$ cat src/rtl/tx_pkg.sv
// Shared definitions for the 802.11a PPDU framer: rate codes, N_DBPS lookup,
// SIGNAL field layout and FSM states.
package tx_pkg;

  localparam logic [3:0] RATE_6  = 4'b1101;
  localparam logic [3:0] RATE_9  = 4'b1111;
  localparam logic [3:0] RATE_12 = 4'b0101;
  localparam logic [3:0] RATE_18 = 4'b0111;
  localparam logic [3:0] RATE_24 = 4'b1001;
  localparam logic [3:0] RATE_36 = 4'b1011;
  localparam logic [3:0] RATE_48 = 4'b0001;
  localparam logic [3:0] RATE_54 = 4'b0011;

  localparam int unsigned SIG_RATE_W       = 4;
  localparam int unsigned SIG_LEN_W        = 12;
  localparam int unsigned SIG_TAIL_W       = 6;
  localparam int unsigned SIG_BITS         = 24;
  localparam int unsigned SERVICE_BITS_DEF = 16;

  typedef enum logic [2:0] {
    ST_IDLE,
    ST_SIGNAL,
    ST_SERVICE,
    ST_PSDU,
    ST_TAIL,
    ST_PAD,
    ST_DONE
  } state_t;

  // Zero marks an unlisted rate code.
  function automatic logic [7:0] ndbps_lookup(input logic [SIG_RATE_W-1:0] rate);
    case (rate)
      RATE_6:  ndbps_lookup = 8'd24;
      RATE_9:  ndbps_lookup = 8'd36;
      RATE_12: ndbps_lookup = 8'd48;
      RATE_18: ndbps_lookup = 8'd72;
      RATE_24: ndbps_lookup = 8'd96;
      RATE_36: ndbps_lookup = 8'd144;
      RATE_48: ndbps_lookup = 8'd192;
      RATE_54: ndbps_lookup = 8'd216;
      default: ndbps_lookup = 8'd0;
    endcase
  endfunction

  // Bit 0 is transmitted first: R1..R4, reserved, LENGTH LSB first, parity, tail.
  function automatic logic [SIG_BITS-1:0] signal_field(input logic [SIG_RATE_W-1:0] rate,
                                                       input logic [SIG_LEN_W-1:0]  len);
    logic [16:0] head;
    head = {len, 1'b0, rate[0], rate[1], rate[2], rate[3]};
    signal_field = {{SIG_TAIL_W{1'b0}}, ^head, head};
  endfunction

endpackage

$ cat src/rtl/tx_byte_serializer.sv
// PSDU byte intake: one holding register feeding an 8-bit shift register,
// serialised LSB or MSB first, with a valid/ready byte handshake.
module tx_byte_serializer #(
  parameter bit MSB_FIRST = 1'b0
) (
  input  logic       i_clk,
  input  logic       i_rst_n,
  input  logic       i_allow,
  input  logic       i_byte_valid,
  input  logic [7:0] i_byte,
  input  logic       i_take,
  output logic       o_ready,
  output logic       o_avail,
  output logic       o_bit
);

  logic [7:0] r_hold;
  logic [7:0] r_shift;
  logic       r_hold_full;
  logic [3:0] r_left;
  logic [7:0] w_src;
  logic       w_from_hold;

  // An empty shift register lets the first bit come straight from the holding register.
  assign w_from_hold = (r_left == '0);
  assign w_src       = w_from_hold ? r_hold : r_shift;
  assign o_bit       = MSB_FIRST ? w_src[7] : w_src[0];
  assign o_avail     = !w_from_hold || r_hold_full;
  assign o_ready     = i_allow && !r_hold_full;

  function automatic logic [7:0] advance(input logic [7:0] v);
    return MSB_FIRST ? {v[6:0], 1'b0} : {1'b0, v[7:1]};
  endfunction

  always_ff @(posedge i_clk) begin
    if (!i_rst_n) begin
      r_hold      <= '0;
      r_shift     <= '0;
      r_hold_full <= 1'b0;
      r_left      <= '0;
    end else begin
      if (i_take && o_avail) begin
        r_shift <= advance(w_src);
        r_left  <= w_from_hold ? 4'd7 : r_left - 4'd1;
        if (w_from_hold) r_hold_full <= 1'b0;
      end
      if (i_byte_valid && o_ready) begin
        r_hold      <= i_byte;
        r_hold_full <= 1'b1;
      end
    end
  end

endmodule

$ cat src/rtl/tx_ppdu_framer.sv
// 802.11a TX serial front end: emits SIGNAL, SERVICE, PSDU, tail and pad bits,
// one bit per bit-enable strobe, with registered outputs.
module tx_ppdu_framer
  import tx_pkg::*;
#(
  parameter int unsigned LEN_W        = 12,
  parameter bit          MSB_FIRST    = 1'b0,
  parameter int unsigned SERVICE_BITS = SERVICE_BITS_DEF
) (
  input  logic             iClk,
  input  logic             iRst,
  input  logic             iBitEn,
  input  logic             iStart,
  input  logic [3:0]       iRate,
  input  logic [LEN_W-1:0] iLength,
  input  logic [7:0]       iByte,
  input  logic             iByteValid,
  output logic             oByteReady,
  output logic             oData,
  output logic             oValid,
  output logic             oSigField,
  output logic             oTail,
  output logic             oBusy,
  output logic             oDone,
  output logic             oErr,
  output logic             oUnderrun
);

  localparam int unsigned CNT_W = (LEN_W + 3 > 16) ? LEN_W + 3 : 16;

  state_t              r_state, w_state_nx;
  logic [CNT_W-1:0]    r_cnt, w_cnt_nx;
  logic [7:0]          r_sym, w_sym_nx, w_sym_inc;
  logic [7:0]          r_ndbps, w_req_ndbps;
  logic [LEN_W-1:0]    r_len, r_req_cnt;
  logic [SIG_BITS-1:0] r_sigvec;
  logic                r_data, r_valid, r_sigf, r_tail, r_done, r_err, r_underrun;
  logic                w_data_nx, w_valid_nx, w_sigf_nx, w_tail_nx, w_done_nx, w_err_nx, w_under_nx;
  logic                w_req_ok, w_accept, w_take, w_allow, w_xfer, w_bit_avail, w_ser_bit;
  logic [CNT_W-1:0]    w_psdu_last;

  assign w_req_ndbps = ndbps_lookup(iRate);
  assign w_req_ok    = (w_req_ndbps != '0) && (iLength != '0);
  assign w_sym_inc   = (r_sym == r_ndbps - 8'd1) ? '0 : r_sym + 8'd1;
  assign w_psdu_last = CNT_W'({r_len, 3'b000}) - CNT_W'(1);
  assign w_allow     = ((r_state == ST_SERVICE) || (r_state == ST_PSDU)) && (r_req_cnt < r_len);
  assign w_xfer      = iByteValid && oByteReady;

  tx_byte_serializer #(
    .MSB_FIRST(MSB_FIRST)
  ) u_ser (
    .i_clk       (iClk),
    .i_rst_n     (iRst),
    .i_allow     (w_allow),
    .i_byte_valid(iByteValid),
    .i_byte      (iByte),
    .i_take      (w_take),
    .o_ready     (oByteReady),
    .o_avail     (w_bit_avail),
    .o_bit       (w_ser_bit)
  );

  always_comb begin
    w_state_nx = r_state;
    w_cnt_nx   = r_cnt;
    w_sym_nx   = r_sym;
    w_data_nx  = 1'b0;
    w_valid_nx = 1'b0;
    w_sigf_nx  = 1'b0;
    w_tail_nx  = 1'b0;
    w_done_nx  = 1'b0;
    w_err_nx   = 1'b0;
    w_under_nx = r_underrun;
    w_take     = 1'b0;
    w_accept   = 1'b0;
    unique case (r_state)
      ST_IDLE: begin
        if (iStart) begin
          if (w_req_ok) begin
            w_accept   = 1'b1;
            w_under_nx = 1'b0;
            w_cnt_nx   = '0;
            w_sym_nx   = '0;
            w_state_nx = ST_SIGNAL;
          end else begin
            w_err_nx = 1'b1;
          end
        end
      end
      ST_SIGNAL: begin
        if (iBitEn) begin
          w_valid_nx = 1'b1;
          w_sigf_nx  = 1'b1;
          w_data_nx  = r_sigvec[r_cnt[4:0]];
          if (r_cnt == CNT_W'(SIG_BITS - 1)) begin
            w_cnt_nx   = '0;
            w_state_nx = ST_SERVICE;
          end else begin
            w_cnt_nx = r_cnt + 1'b1;
          end
        end
      end
      ST_SERVICE: begin
        if (iBitEn) begin
          w_valid_nx = 1'b1;
          w_sym_nx   = w_sym_inc;
          if (r_cnt == CNT_W'(SERVICE_BITS - 1)) begin
            w_cnt_nx   = '0;
            w_state_nx = ST_PSDU;
          end else begin
            w_cnt_nx = r_cnt + 1'b1;
          end
        end
      end
      ST_PSDU: begin
        // Starved strobes emit nothing and freeze both counters.
        if (iBitEn) begin
          if (w_bit_avail) begin
            w_valid_nx = 1'b1;
            w_data_nx  = w_ser_bit;
            w_take     = 1'b1;
            w_sym_nx   = w_sym_inc;
            if (r_cnt == w_psdu_last) begin
              w_cnt_nx   = '0;
              w_state_nx = ST_TAIL;
            end else begin
              w_cnt_nx = r_cnt + 1'b1;
            end
          end else begin
            w_under_nx = 1'b1;
          end
        end
      end
      ST_TAIL: begin
        if (iBitEn) begin
          w_valid_nx = 1'b1;
          w_tail_nx  = 1'b1;
          w_sym_nx   = w_sym_inc;
          if (r_cnt == CNT_W'(SIG_TAIL_W - 1)) begin
            w_cnt_nx   = '0;
            w_state_nx = (w_sym_inc == '0) ? ST_DONE : ST_PAD;
          end else begin
            w_cnt_nx = r_cnt + 1'b1;
          end
        end
      end
      ST_PAD: begin
        if (iBitEn) begin
          w_valid_nx = 1'b1;
          w_sym_nx   = w_sym_inc;
          if (w_sym_inc == '0) w_state_nx = ST_DONE;
        end
      end
      ST_DONE: begin
        w_done_nx  = 1'b1;
        w_state_nx = ST_IDLE;
      end
      default: w_state_nx = ST_IDLE;
    endcase
  end

  always_ff @(posedge iClk) begin
    if (!iRst) begin
      r_state    <= ST_IDLE;
      r_cnt      <= '0;
      r_sym      <= '0;
      r_ndbps    <= '0;
      r_len      <= '0;
      r_req_cnt  <= '0;
      r_sigvec   <= '0;
      r_data     <= 1'b0;
      r_valid    <= 1'b0;
      r_sigf     <= 1'b0;
      r_tail     <= 1'b0;
      r_done     <= 1'b0;
      r_err      <= 1'b0;
      r_underrun <= 1'b0;
    end else begin
      r_state    <= w_state_nx;
      r_cnt      <= w_cnt_nx;
      r_sym      <= w_sym_nx;
      r_data     <= w_data_nx;
      r_valid    <= w_valid_nx;
      r_sigf     <= w_sigf_nx;
      r_tail     <= w_tail_nx;
      r_done     <= w_done_nx;
      r_err      <= w_err_nx;
      r_underrun <= w_under_nx;
      if (w_accept) begin
        r_len     <= iLength;
        r_ndbps   <= w_req_ndbps;
        r_sigvec  <= signal_field(iRate, SIG_LEN_W'(iLength));
        r_req_cnt <= '0;
      end else if (w_xfer) begin
        r_req_cnt <= r_req_cnt + 1'b1;
      end
    end
  end

  assign oData     = r_data;
  assign oValid    = r_valid;
  assign oSigField = r_sigf;
  assign oTail     = r_tail;
  assign oBusy     = (r_state != ST_IDLE);
  assign oDone     = r_done;
  assign oErr      = r_err;
  assign oUnderrun = r_underrun;

endmodule

$ cat config.mk
export PLATFORM = sky130hd
export DESIGN_NAME = tx_ppdu_framer
export DESIGN_NICKNAME = d
export VERILOG_FILES = /design/src/rtl/tx_pkg.sv /design/src/rtl/tx_byte_serializer.sv /design/src/rtl/tx_ppdu_framer.sv
export SDC_FILE = /design/constraint.sdc
export NUM_CORES = 1
export LEC_CHECK = 0
export ABC_AREA = 1
export ABC_CLOCK_PERIOD_IN_PS = 2600
export BUFFER_PORTS_ARGS = -buffer_cell sky130_fd_sc_hd__buf_4
export CORE_ASPECT_RATIO = 1.5
export CORE_MARGIN = 5
export CORE_UTILIZATION = 61
export DETAILED_ROUTE_END_ITERATION = 10
export GPL_ROUTABILITY_DRIVEN = 0
export PLACE_DENSITY = 0.92
export SYNTH_ARGS = -nofsm -noshare
export SYNTH_HDL_FRONTEND = slang
export SYNTH_SLANG_ARGS = --single-unit
$ cat constraint.sdc
create_clock -name iClk -period 2.6 [get_ports iClk]
set_input_delay 0 -clock iClk [delete_from_list [all_inputs] [get_ports iClk]]
set_output_delay 0 -clock iClk [all_outputs]
set_load 0.01 [all_outputs]
### Yosys cells after proc, flatten, opt, wreduce, memory -nomap -nowiden

Memories as Yosys holds them, arrays and structs flattened.
Index checks and enable logic that the tools add are counted.

| storage, ports and cells | value |
|---|---|
| register bits after elaboration | 103 |
| ROM bits | 96 |
| output and inout port bits | 9 |
| word-level logic and storage cells | 146 |
| memories kept | 1 |

| operators by class | value |
|---|---|
| $add $sub $neg | 6 |
| magnitude comparators | 2 |
| equality and inequality tests | 26 |
| muxes and demuxes | 60 |
| bitwise logic cells | 1 |
| reduce and logical (&&, ||, !) cells | 32 |

Memory list:

| name | words | width | read ports | clocked after memory_dff | write ports | RTL line | RTL |
|---|---|---|---|---|---|---|---|
| (name not given) | 16 | 6 | 1 | 0 | 0 | tx_pkg.sv:32 | `case (rate)` |

Operators with widths:

| operator | number |
|---|---|
| $mux 16 | 11 |
| $pmux 16 s5 | 1 |
| $mux 8 | 7 |
| $mux 3 | 13 |
| $pmux 8 s3 | 1 |
| $ne 2x2->1 const B | 11 |
| $mux 1 | 20 |
| $pmux 3 s6 | 1 |
| $reduce_xor 17->1 | 1 |
| $add 16x1->16 const B | 1 |
| $eq 16x16->1 | 1 |
| $eq 16x3->1 const B | 1 |
| $eq 16x4->1 const B | 1 |
| $eq 16x5->1 const B | 1 |
| $sub 15x1->16 const B | 1 |
| $reduce_and 13->1 | 1 |
| $add 12x1->12 const B | 1 |
| $lt 12x12->1 | 1 |
| $reduce_bool 12->1 | 1 |
| $eq 3x3->1 const B | 3 |
| $add 8x1->8 const B | 1 |
| $eq 8x8->1 | 1 |
| $logic_not 8->1 | 1 |
| $ne 2x1->1 const B | 4 |
| other kinds (27) | 41 |

### Logic depth before layout (Yosys ltp)

Gate-level depths: netlist (run 1).

| depth | value |
|---|---|
| depth in word-level cells | 9 |
| mapped depth | 17 |

### By module

A second synthesis (run 1) with hierarchy kept.

| unflattened totals | value |
|---|---|
| cells, all modules | 851 |
| area total of the unflattened synthesis | 5686.7 sq um |

By module, submodules not included:

| module | times used | cells each | area an instance (sq um) |
|---|---|---|---|
| tx_ppdu_framer | 1 | 718 | 4748.3 |
| tx_byte_serializer | 1 | 133 | 938.4 |

### Least setup slack after synthesis (run 1)

OpenSTA, ideal clock, no wires.

| path | value |
|---|---|
| path type | flip-flop to flip-flop |
| from | register r_len[7] |
| to | register r_req_cnt[6] |
| arrival | 1.888 ns |
| required time | 2.484 ns |
| slack | 0.596 ns |
| stages on the path, launching flop included | 14 |
| path buffers | 1 |
| clock period less this slack | 2.004 ns |
| path through | dfxtp_1 -> inv_1 -> ha_1 -> a21oi_1 -> o31ai_1 -> a21oi_1 -> nand2_1 -> nor2_1 -> nand3_1 -> inv_2 -> buf_2 -> nand3_1 -> nand2_1 -> a21oi_1 |

| between the ends | value |
|---|---|
| word-level cells in the longest chain between the ends | 4 |

RTL lines:

| what | RTL line | RTL |
|---|---|---|
| start, declared | tx_ppdu_framer.sv:35 | `logic [LEN_W-1:0] r_len, r_req_cnt;` |
| start signal, assigned | tx_ppdu_framer.sv:190 | `r_len <= iLength;` |
| $lt 12x12->1 | tx_ppdu_framer.sv:46 | `assign w_allow = ((r_state == ST_SERVICE) \|\| (r_state == ST_PSDU)) && (r_req_cnt < r_len);` |
| $logic_and 1x1->1 | tx_ppdu_framer.sv:46 |  |
| $logic_and 1x1->1 | tx_byte_serializer.sv:29 | `assign o_ready = i_allow && !r_hold_full;` |
| $logic_and 1x1->1 | tx_ppdu_framer.sv:47 | `assign w_xfer = iByteValid && oByteReady;` |
| end signal, assigned | tx_ppdu_framer.sv:195 | `r_req_cnt <= r_req_cnt + 1'b1;` |
| end, declared | tx_ppdu_framer.sv:35 |  |

No other way between the ends.
A chain may end at the register's enable or synchronous reset.

### Final worst setup path (run 1)

| path | value |
|---|---|
| from | register r_len[7] |
| to | register u_ser.r_hold[1] |

| between the ends | value |
|---|---|
| word-level cells in the longest chain between the ends | 4 |

RTL lines:

| what | RTL line | RTL |
|---|---|---|
| $lt 12x12->1 | tx_ppdu_framer.sv:46 |  |
| $logic_and 1x1->1 | tx_ppdu_framer.sv:46 |  |
| $logic_and 1x1->1 | tx_byte_serializer.sv:29 |  |
| $logic_and 1x1->1 | tx_byte_serializer.sv:47 | `if (i_byte_valid && o_ready) begin` |
| end signal, assigned | tx_byte_serializer.sv:48 | `r_hold <= i_byte;` |
| end, declared | tx_byte_serializer.sv:17 | `logic [7:0] r_hold;` |

No other way between the ends.

==> results.toml, run 1 <==
[sta]
hold_ws_ns = 0.00569
layout_setup_ws_ns = 0.0982
fmax_mhz = 400
post-route-period-util_pct = 96.2
finClkSkew_ns = 0.00781
slew_viol_final = 0
fin_crit_ns = 2.50
tightestPinTransition_ns = 0.776
relSlewSlack_pct = 48.2
setup_viol_count_final = 0
hold_violations = 0

[logic_synthesis]
ys_async_sr_fraction_pct = 0
avgSynthCellArea_sq_um = 6.53
syn-num-nets = 927
ys.flop_type = "dfxtp_1"
ys_warn_count = 0
syn_area_sq_um = 5710
synth-seq-area-share_pct = 31.2
synth.distinct_cells = 42
syn_inst = 874
synth-edff-count = 0
synth-seq-cells = 89

[detailed_routing]
routed_wl_um = 15700
drtAntennaViolNets = 0
drt_first_pass_iters = 5
avgViaCountPerCell = 5.79
vias = 6023
drc = 0
wire_per_inst_um = 15.1
drtIter0Drc = 699

[clocking]
cts_max_path_buffers = 2
clock_sinks = 89
clk_pin_slew_ns = 0.07
htree_levels = 3
cts_buffers = 9
cts_root_buf = "clkbuf_16"
worstSkewPairLatency_ns = 0.35
tritoncts = "yes"

[run]
drv_cap = 0

[grt]
antenna_found_initial = 0
grt_max_degree = 31
grt_first_pass_wirelength_um = 25600
overflow = 0
first_global_vias = 5584
track_usage_pct = 28.1

[floorplanning]
coreArea_sq_um = 9200
num_rows = 43
initial_utilization_pct = 62.0
die_area_sq_um = 11400
die_h_um = 128
fp.dieW_um = 89.0
io-pin-count = 38

[final_layout]
multiInputGateArea_sq_um = 3330
regArea_sq_um = 1780
fillerInstances = 694
diodes = 0
final_nets = 976
drive_above_1_share_pct = 11.2
area_growth_pct = 15.3
fin_area_sq_um = 6580

[power_and_ir_drop]
peakVddDrop_mv = 0.491
power_mw = 4.83
power.leakage_nw = 2.91
powerDensity_nw_per_um2 = 735

[hold_path]
hold_class = "in2reg"

[setup_path]
crit_type = "reg2reg"
reg2reg_to = "u_ser.r_hold[1]"
reg2reg_depth = 11
start_kind = "register"
cp.arrival_ns = 2.73
worstSetupEndpoint = "u_ser.r_hold[1]"
worst_r2r_startpoint = "r_len[7]"
crit_required_ns = 2.83
reg2reg_slack_ns = 0.1
crit_path_start = "r_len[7]"
critPathMaxFanout = 14
critPathCaptureType = "register"

[place]
place_area_sq_um = 6060
hpwl_um = 10800
place_ws_ns = 0.175
io_buffers = 37

[status]
status = "completed"
## synthesized netlist by cell type (4+ instances only)
cell,number,area (sq um)
xor2_1,16,140
nand3b_1,5,37.5
nand2_1,186,698
inv_1,113,424
xnor2_1,13,114
ha_1,24,300
nor2_1,82,308
a21oi_1,80,400
a211oi_1,8,60.1
dfxtp_1,89,1780
inv_2,13,48.8
nand3_1,67,335
o21ai_1,4,20.0
nor3_1,16,80.1
o21ai_0,72,360
a32oi_1,6,52.6
nor2_2,10,62.6
nand2_2,5,31.3
nand4_1,8,50.1
buf_2,10,50.1
clkbuf_1,11,41.3
## kinds of logic (layout without fill, tap and decap cells)
family          after synthesis  after routing  share of synthesized area, %
xor+xnor                     30             30                          4.74
compound gates              180            180                          16.9
fa+ha+maj                    24             24                          5.26
buf+inv                     152            206                          10.6
simple gates                399            399                          31.3
flops                        89             89                          31.2
## state kept, by name, indices dropped and copies added, names as in the netlist, 3 cells and up
| signal | cells |
|---|---|
| r_cnt | 16 |
| r_req_cnt | 12 |
| r_len | 11 |
| r_sym | 8 |
| u_ser.r_hold | 8 |
| u_ser.r_shift | 7 |
| r_ndbps | 6 |
| r_sigvec | 6 |
| u_ser.r_left | 4 |
| r_state | 3 |
## routing by layer
metal | routed length, um | share of wire [%] | track usage [%]
met1 | 5790 | 37 | 31.9
met2 | 7950 | 51 | 48.3
met3 | 1110 | 7.1 | 4.74
met4 | 881 | 5.6 | 16.6
met5 | 0 | 0 | 0
## repair_timing
item,4_1_cts,5_1_grt
resized for setup,0,5
endpoints found under the setup margin,0,18
buffers inserted,0,0
hold endpoints to repair,21,0
hold buffers,18,0
## report_power, final
group / switching, mW / total, mW / internal, mW
sequential: 0.121 / 1.61 / 1.49
clock: 0.617 / 1.39 / 0.776
combinational: 1.20 / 1.83 / 0.631
## worst min path at each step
| stage | startpoint | depth (start not counted) | to |
|---|---|---|---|
| after CTS | iLength[2] | 3 | r_len[2] |
| after detailed placement | iByte[7] | 3 | u_ser.r_hold[7] |
| final | iStart | 3 | oErr |
| after global routing | iRate[2] | 3 | r_sigvec[1] |
| after floorplan | iRate[0] | 2 | r_sigvec[3] |
| after global placement | iLength[11] | 3 | r_sigvec[16] |
## layout by cell type, fill, tap and decap left out, types with 3 or more instances in the layout
cell           count
xor2_1            16
o21ai_0           72
ha_1              24
nor2_1            82
inv_2             11
a32oi_1            6
o21ai_1            4
nor2_2            10
inv_1            113
nand3_1           66
nand2_2            5
dfxtp_1           89
a31oi_1            3
nor3_1            16
buf_4             46
dlygate4sd3_1     18
or2_1              3
xnor2_1           13
clkbuf_16          9
nand3_2            3
nand4_1            8
a211oi_1           8
nand2_1          186
nand3b_1           5
a21oi_1           80
## cell type report
| class | instances | share of cell area (%) |
|---|---|---|
| Clock inverter | 7 | 1.45 |
| Inverter | 126 | 7.27 |
| Clock buffer | 9 | 3.42 |
| Tap cell | 112 | 2.13 |
| Sequential cell | 89 | 27.1 |
| Timing Repair Buffer | 64 | 7.99 |
| Multi-Input combinational cell | 633 | 50.7 |
## critical path: stages (launching register included)
cell     delay (ns)
dfxtp_1        0.45
inv_1          0.10
ha_1           0.32
a21oi_1        0.15
o31ai_1        0.09
a21oi_1        0.19
nand2_1        0.09
nor2_1         0.22
nand3_4        0.22
buf_4          0.25
o21ai_0        0.21
a21oi_1        0.09
## metrics by stage
step / utilization, % / cells / TNS [ns]
2_1_floorplan: - / 874 / 0
3_3_place_gp: 65.9 / 1006 / 0
3_5_place_dp: 65.9 / 1006 / 0
4_1_cts: 71.3 / 1040 / 0
5_1_grt: 71.5 / 1040 / -0.0324
6_report: 71.5 / 1040 / 0
No activity file was read; power rests on OpenSTA's default activity.
==> run 2, diff against run 1 <==
CELL_PAD_IN_SITES_DETAIL_PLACEMENT = 1   (was unset)
CELL_PAD_IN_SITES_GLOBAL_PLACEMENT = 2   (was unset)
CORE_MARGIN = unset   (was 5)
CORE_UTILIZATION = 34   (was 61)
==> results.toml, run 2 (synthesis results as in run 1) <==
[floorplanning]
coreArea_sq_um = 16300
die_h_um = 161
die_area_sq_um = 17300
num_rows = 57
io-pin-count = 38
initial_utilization_pct = 34.9
fp.dieW_um = 108

[setup_path]
worst_r2r_startpoint = "r_len[0]"
worstSetupEndpoint = "r_cnt[14]"
critPathMaxFanout = 8
cp.arrival_ns = 2.61
critPathCaptureType = "register"
crit_type = "reg2reg"
crit_family = "simple AND/OR/NAND/NOR gates"
crit_top_cell = "nand2_1"
reg2reg_depth = 17
start_kind = "register"
slowest_stage = "dfxtp_1"
reg2reg_to = "r_cnt[14]"
reg2reg_slack_ns = 0.25
crit_path_start = "r_len[0]"
path_depth = 17
crit_required_ns = 2.86
crit_chain = "inv_1 > ha_1 > nand2_1 > nor2_2 > nand2_1 > nand2_1 > nand2_1 > nor2_1 > nand2_1 > nor2_1 > nand2_1 > nand2_2 > nand3b_4 > nor2_2 > inv_2 > nand3b_1 > inv_1"
crit_buf_inv = 3
crit_path_max_incr_delay_ns = 0.35

[place]
hpwl_um = 13400
io_buffers = 37

[clocking]
clock_sinks = 89
worstSkewPairLatency_ns = 0.36
cts_buffers = 9
htree_levels = 3
tritoncts = "yes"
clk_pin_slew_ns = 0.07
cts_root_buf = "clkbuf_16"
cts_max_path_buffers = 2

[power_and_ir_drop]
peakVddDrop_mv = 0.279
power.leakage_nw = 2.95
powerDensity_nw_per_um2 = 726

[sta]
fin_crit_ns = 2.35
tightestPinTransition_ns = 0.863
relSlewSlack_pct = 42.4
grt_setup_unrepaired = "no"
finClkSkew_ns = 0.0106
fmax_mhz = 426
post-route-period-util_pct = 90.4
setup_viol_count_final = 0
finalSetupTns_ns = 0
slew_viol_final = 0
hold_violations = 0
hold_ws_ns = 0.0242

[final_layout]
max_flop_register = "r_cnt"
final_nets = 985
top_regs = "r_cnt x16, r_req_cnt x12, r_len x11"
final_cell_mix = "nand2_1 (186), inv_1 (113), dfxtp_1 (89)"
diodes = 0
final_common_cell = "nand2_1"
drive_above_1_share_pct = 11.1
largest_reg_flops = 16
area_growth_pct = 18.7

[detailed_routing]
routed_wl_um = 17700
vias = 5767
drt_first_pass_iters = 4
avgViaCountPerCell = 5.05
drc = 0
drtAntennaViolNets = 0
drtIter0Drc = 242
wire_per_inst_um = 15.5

[grt]
track_usage_pct = 21.9
first_global_vias = 6030
antenna_found_initial = 0
overflow = 0
grt_first_pass_wirelength_um = 29500
grt_max_degree = 35

[run]
drv_cap = 0

[hold_path]
hold_class = "in2reg"

[status]
status = "completed"
-- run 2: changes by cell type in the layout (fill, tap and decap cells not counted), sizes merged --
cell         before  now
buf              46   48
bufinv            1    2
clkbuf            9   11
clkinvlp          0    1
dlygate4sd3      18   25
inv             130  126
-- run 2: power by group --
group          internal (mW)  switching (mW)  total [mW]
Sequential              1.49           0.119        1.61
Combinational          0.636            1.19        1.83
Clock                  0.877           0.604        1.48
-- run 2: routing by layer --
metal | vias to the layer above | global-route usage (%) | part of all wire (%)
met5 | - | 0 | 0
met4 | 0 | 7.85 | 2.2
met3 | 29 | 3.08 | 2.5
met2 | 68 | 41.7 | 54
met1 | 2708 | 23.9 | 41
li1 | 2962 | - | -
-- run 2: worst min path at each step --
stage / cells after the start / startpoint / to / slack, ns
after floorplan: 2 / iRate[0] / r_sigvec[3] / 0.13
after global placement: 3 / iByte[7] / u_ser.r_hold[7] / 0.27
after detailed placement: 3 / iByte[7] / u_ser.r_hold[7] / 0.27
after CTS: 3 / iLength[1] / r_len[1] / 0.03
after global routing: 3 / iLength[1] / r_len[1] / 0.03
final: 3 / iLength[1] / r_len[1] / 0.02
-- run 2: final cells by class --
cell class                 instances  area (sq um)
sequential                        89          1780
fill                            2124          9560
multi-input combinational        633          3320
inverter                         126           475
timing repair buffer              73           611
tap                              206           258
clock inverter                     5          85.1
clock buffer                      11           243
-- run 2: per-stage QoR --
stage / total power [mW] / util (%) / std cells / worst slack, ns / area, sq um
floorplan: 2.95 / - / 874 / 0.596 / 5710
global placement: 3.40 / 37.9 / 1102 / 0.316 / 6190
detailed placement: 3.44 / 37.9 / 1102 / 0.263 / 6190
CTS: 4.96 / 41.5 / 1143 / 0.222 / 6770
global route: 5.27 / 41.5 / 1143 / 0.0102 / 6770
finish: 4.92 / 41.5 / 1143 / 0.251 / 6770
-- run 2: what timing repair did --
action	in CTS	in global routing
endpoints found under the setup margin	0	2
gates resized for setup	0	2
endpoints found under the hold margin	25	0
hold buffers	25	0
buffers inserted	0	0
-- run 2: worst register-to-register path, delay by kind of cell (launching register included) --
kind	cells	cell delay [ns]
simple gates	13	1.36
buf+inv	3	0.27
flops	1	0.35
fa+ha+maj	1	0.28
==> run 3, diff against run 2 <==
ABC_AREA = unset   (was 1)
CORE_UTILIZATION = 37   (was 34)
GPL_ROUTABILITY_DRIVEN = unset   (was 0)
PLACE_DENSITY = 0.93   (was 0.92)
==> results.toml, run 3 <==
[sta]
hold_violations = 0
post-route-period-util_pct = 107
setup_viol_count_final = 19
hold_ws_ns = 0.0338
fin_crit_ns = 2.78
tightestPinTransition_ns = 0.703
grt_setup_unrepaired = "yes"
fmax_mhz = 359
finalSetupTns_ns = -2.21
layout_setup_ws_ns = -0.182
finClkSkew_ns = 0.00990
slew_viol_final = 0
relSlewSlack_pct = 53.1

[clocking]
clk_pin_slew_ns = 0.06
cts_max_path_buffers = 2
tritoncts = "yes"
cts_root_buf = "clkbuf_16"
clock_sinks = 89
htree_levels = 3
worstSkewPairLatency_ns = 0.35
cts_buffers = 9

[logic_synthesis]
synth-seq-cells = 89
synth-edff-count = 0
syn_area_sq_um = 5460
ys_async_sr_fraction_pct = 0
syn-num-nets = 738
syn_inst = 685
synth_top_area_share_pct = 32.6
ys.flop_type = "dfxtp_1"
synth.most_common_cell = "nand2_1"
ys_warn_count = 0
synth_top_area_cell = "dfxtp_1"
synth-seq-area-share_pct = 32.6
avgSynthCellArea_sq_um = 7.97
synth.distinct_cells = 70
synthTopCellsByCount = "nand2_1 (101), dfxtp_1 (89), nor2_1 (75)"
yosys-top-cells-area = "dfxtp_1 (33%), nand2_1 (6.9%), ha_1 (5.5%), nor2_1 (5.2%), xnor2_1 (4.7%)"

[setup_path]
reg2reg_slack_ns = -0.18
path_depth = 10
start_kind = "register"
slowest_stage = "or4b_4"
cp.arrival_ns = 3.01
crit_path_max_incr_delay_ns = 0.52
crit_buf_inv = 1
critPathCaptureType = "register"
reg2reg_depth = 10
reg2reg_to = "r_state[1]"
worst_r2r_startpoint = "r_len[0]"
crit_required_ns = 2.83
crit_chain = "inv_2 > ha_4 > or4b_4 > nor4b_4 > xor2_1 > a2111oi_4 > o2111ai_2 > a21boi_4 > o311ai_4 > mux2_4"
crit_type = "reg2reg"
crit_family = "compound AO/OA/AOI/OAI gates"
critPathMaxFanout = 4

[final_layout]
final_cell_mix = "nand2_1 (101), buf_4 (101), dfxtp_1 (85)"
largest_reg_flops = 16
drive_above_1_share_pct = 21.8
final_nets = 834
postLayoutCoreUtil_pct = 48.8
fillerInstances = 1745
top_regs = "r_cnt x16, r_req_cnt x12, r_len x11"
area_growth_pct = 29.3
max_flop_register = "r_cnt"
fin_area_sq_um = 7050

[hold_path]
holdPathStages = 2
hold_class = "in2reg"
hold_end = "r_sym[4]"
hp-start = "iRst"

[detailed_routing]
wire_per_inst_um = 18.5
routed_wl_um = 18200
drtIter0Drc = 199
avgViaCountPerCell = 5.61
drc = 0
drtAntennaViolNets = 0
drt_first_pass_iters = 4
vias = 5517

[run]
drv_cap = 0

[floorplanning]
die_h_um = 151
fp.dieW_um = 101
initial_utilization_pct = 37.7
num_rows = 54
io-pin-count = 38
coreArea_sq_um = 14500
die_area_sq_um = 15300

[power_and_ir_drop]
peakVddDrop_mv = 0.359
power_mw = 4.81
power.leakage_nw = 2.63
powerDensity_nw_per_um2 = 682

[status]
status = "finished with violations"
violations = "setup timing"

[grt]
first_global_vias = 5938
grt_max_degree = 35
overflow = 0
antenna_found_initial = 1
track_usage_pct = 25.0
grt_first_pass_wirelength_um = 29600

[place]
place_congestion = 0.852
hpwl_um = 12800
place_area_sq_um = 6300
io_buffers = 37
## run 3: power by group
group	total [mW]	leakage, nW	switching (mW)	internal [mW]
clock	1.37	0.149	0.610	0.764
sequential	1.53	0.721	0.0809	1.45
combinational	1.91	1.76	1.04	0.864
total	4.81	2.63	1.73	3.07
## run 3: cell type report
type,instances,area (sq um),area share (%)
tap,196,245,3.48
sequential,89,1790,25.3
clock buffer,9,225,3.19
antenna,1,2.50,0.0355
clock inverter,7,88.8,1.26
multi-input combinational,527,3580,50.7
timing repair buffer,128,1030,14.6
inverter,26,97.6,1.38
## run 3: routing by layer
metal  up-vias  wire (um)  part of all wire, %  track usage, %
met3        48        337                  1.9            2.74
met2        85      10200                   56            48.4
met1      2750       6900                   38            25.9
li1       2634          -                    -               -
met5         -          0                    0               0
met4         0        747                  4.1            13.0
## run 3: cells by family (layout without fill, tap and decap cells)
group | count (synthesis) | in the layout | share of synthesized area, %
and+or+nand+nor | 297 | 297 | 27.0
AOI/OAI and AO/OA | 136 | 137 | 17.1
DFF | 89 | 89 | 32.6
buffers and inverters | 70 | 170 | 5.04
xor gates and xnor gates | 44 | 44 | 7.06
muxes | 25 | 25 | 5.62
adders and majority gates | 24 | 24 | 5.50
other | 0 | 1 | 0
## run 3: per-stage QoR
step	instances	setup WS [ns]
floorplan	685	-0.131
global placement	934	-0.251
detailed placement	934	-0.390
CTS	980	-0.196
global route	983	-0.314
finish	983	-0.182
## run 3: timing repair
action                                  CTS  global route
hold buffers                             26             0
gates cloned                              1             0
endpoints found under the hold margin    29             0
setup buffers                             3             2
endpoints found under the setup margin   24            27
gates resized for setup                  19            15
pin swaps                                14             5
## run 3: worst max path at each step
stage | startpoint | endpoint | slack (ns)
after floorplan | r_len[6] | r_state[1] | -0.13
after global placement | r_len[0] | r_cnt[12] | -0.25
after detailed placement | r_len[0] | r_cnt[13] | -0.39
after CTS | r_len[0] | r_state[1] | -0.20
after global routing | r_len[0] | r_cnt[9] | -0.31
final | r_len[0] | r_state[1] | -0.18
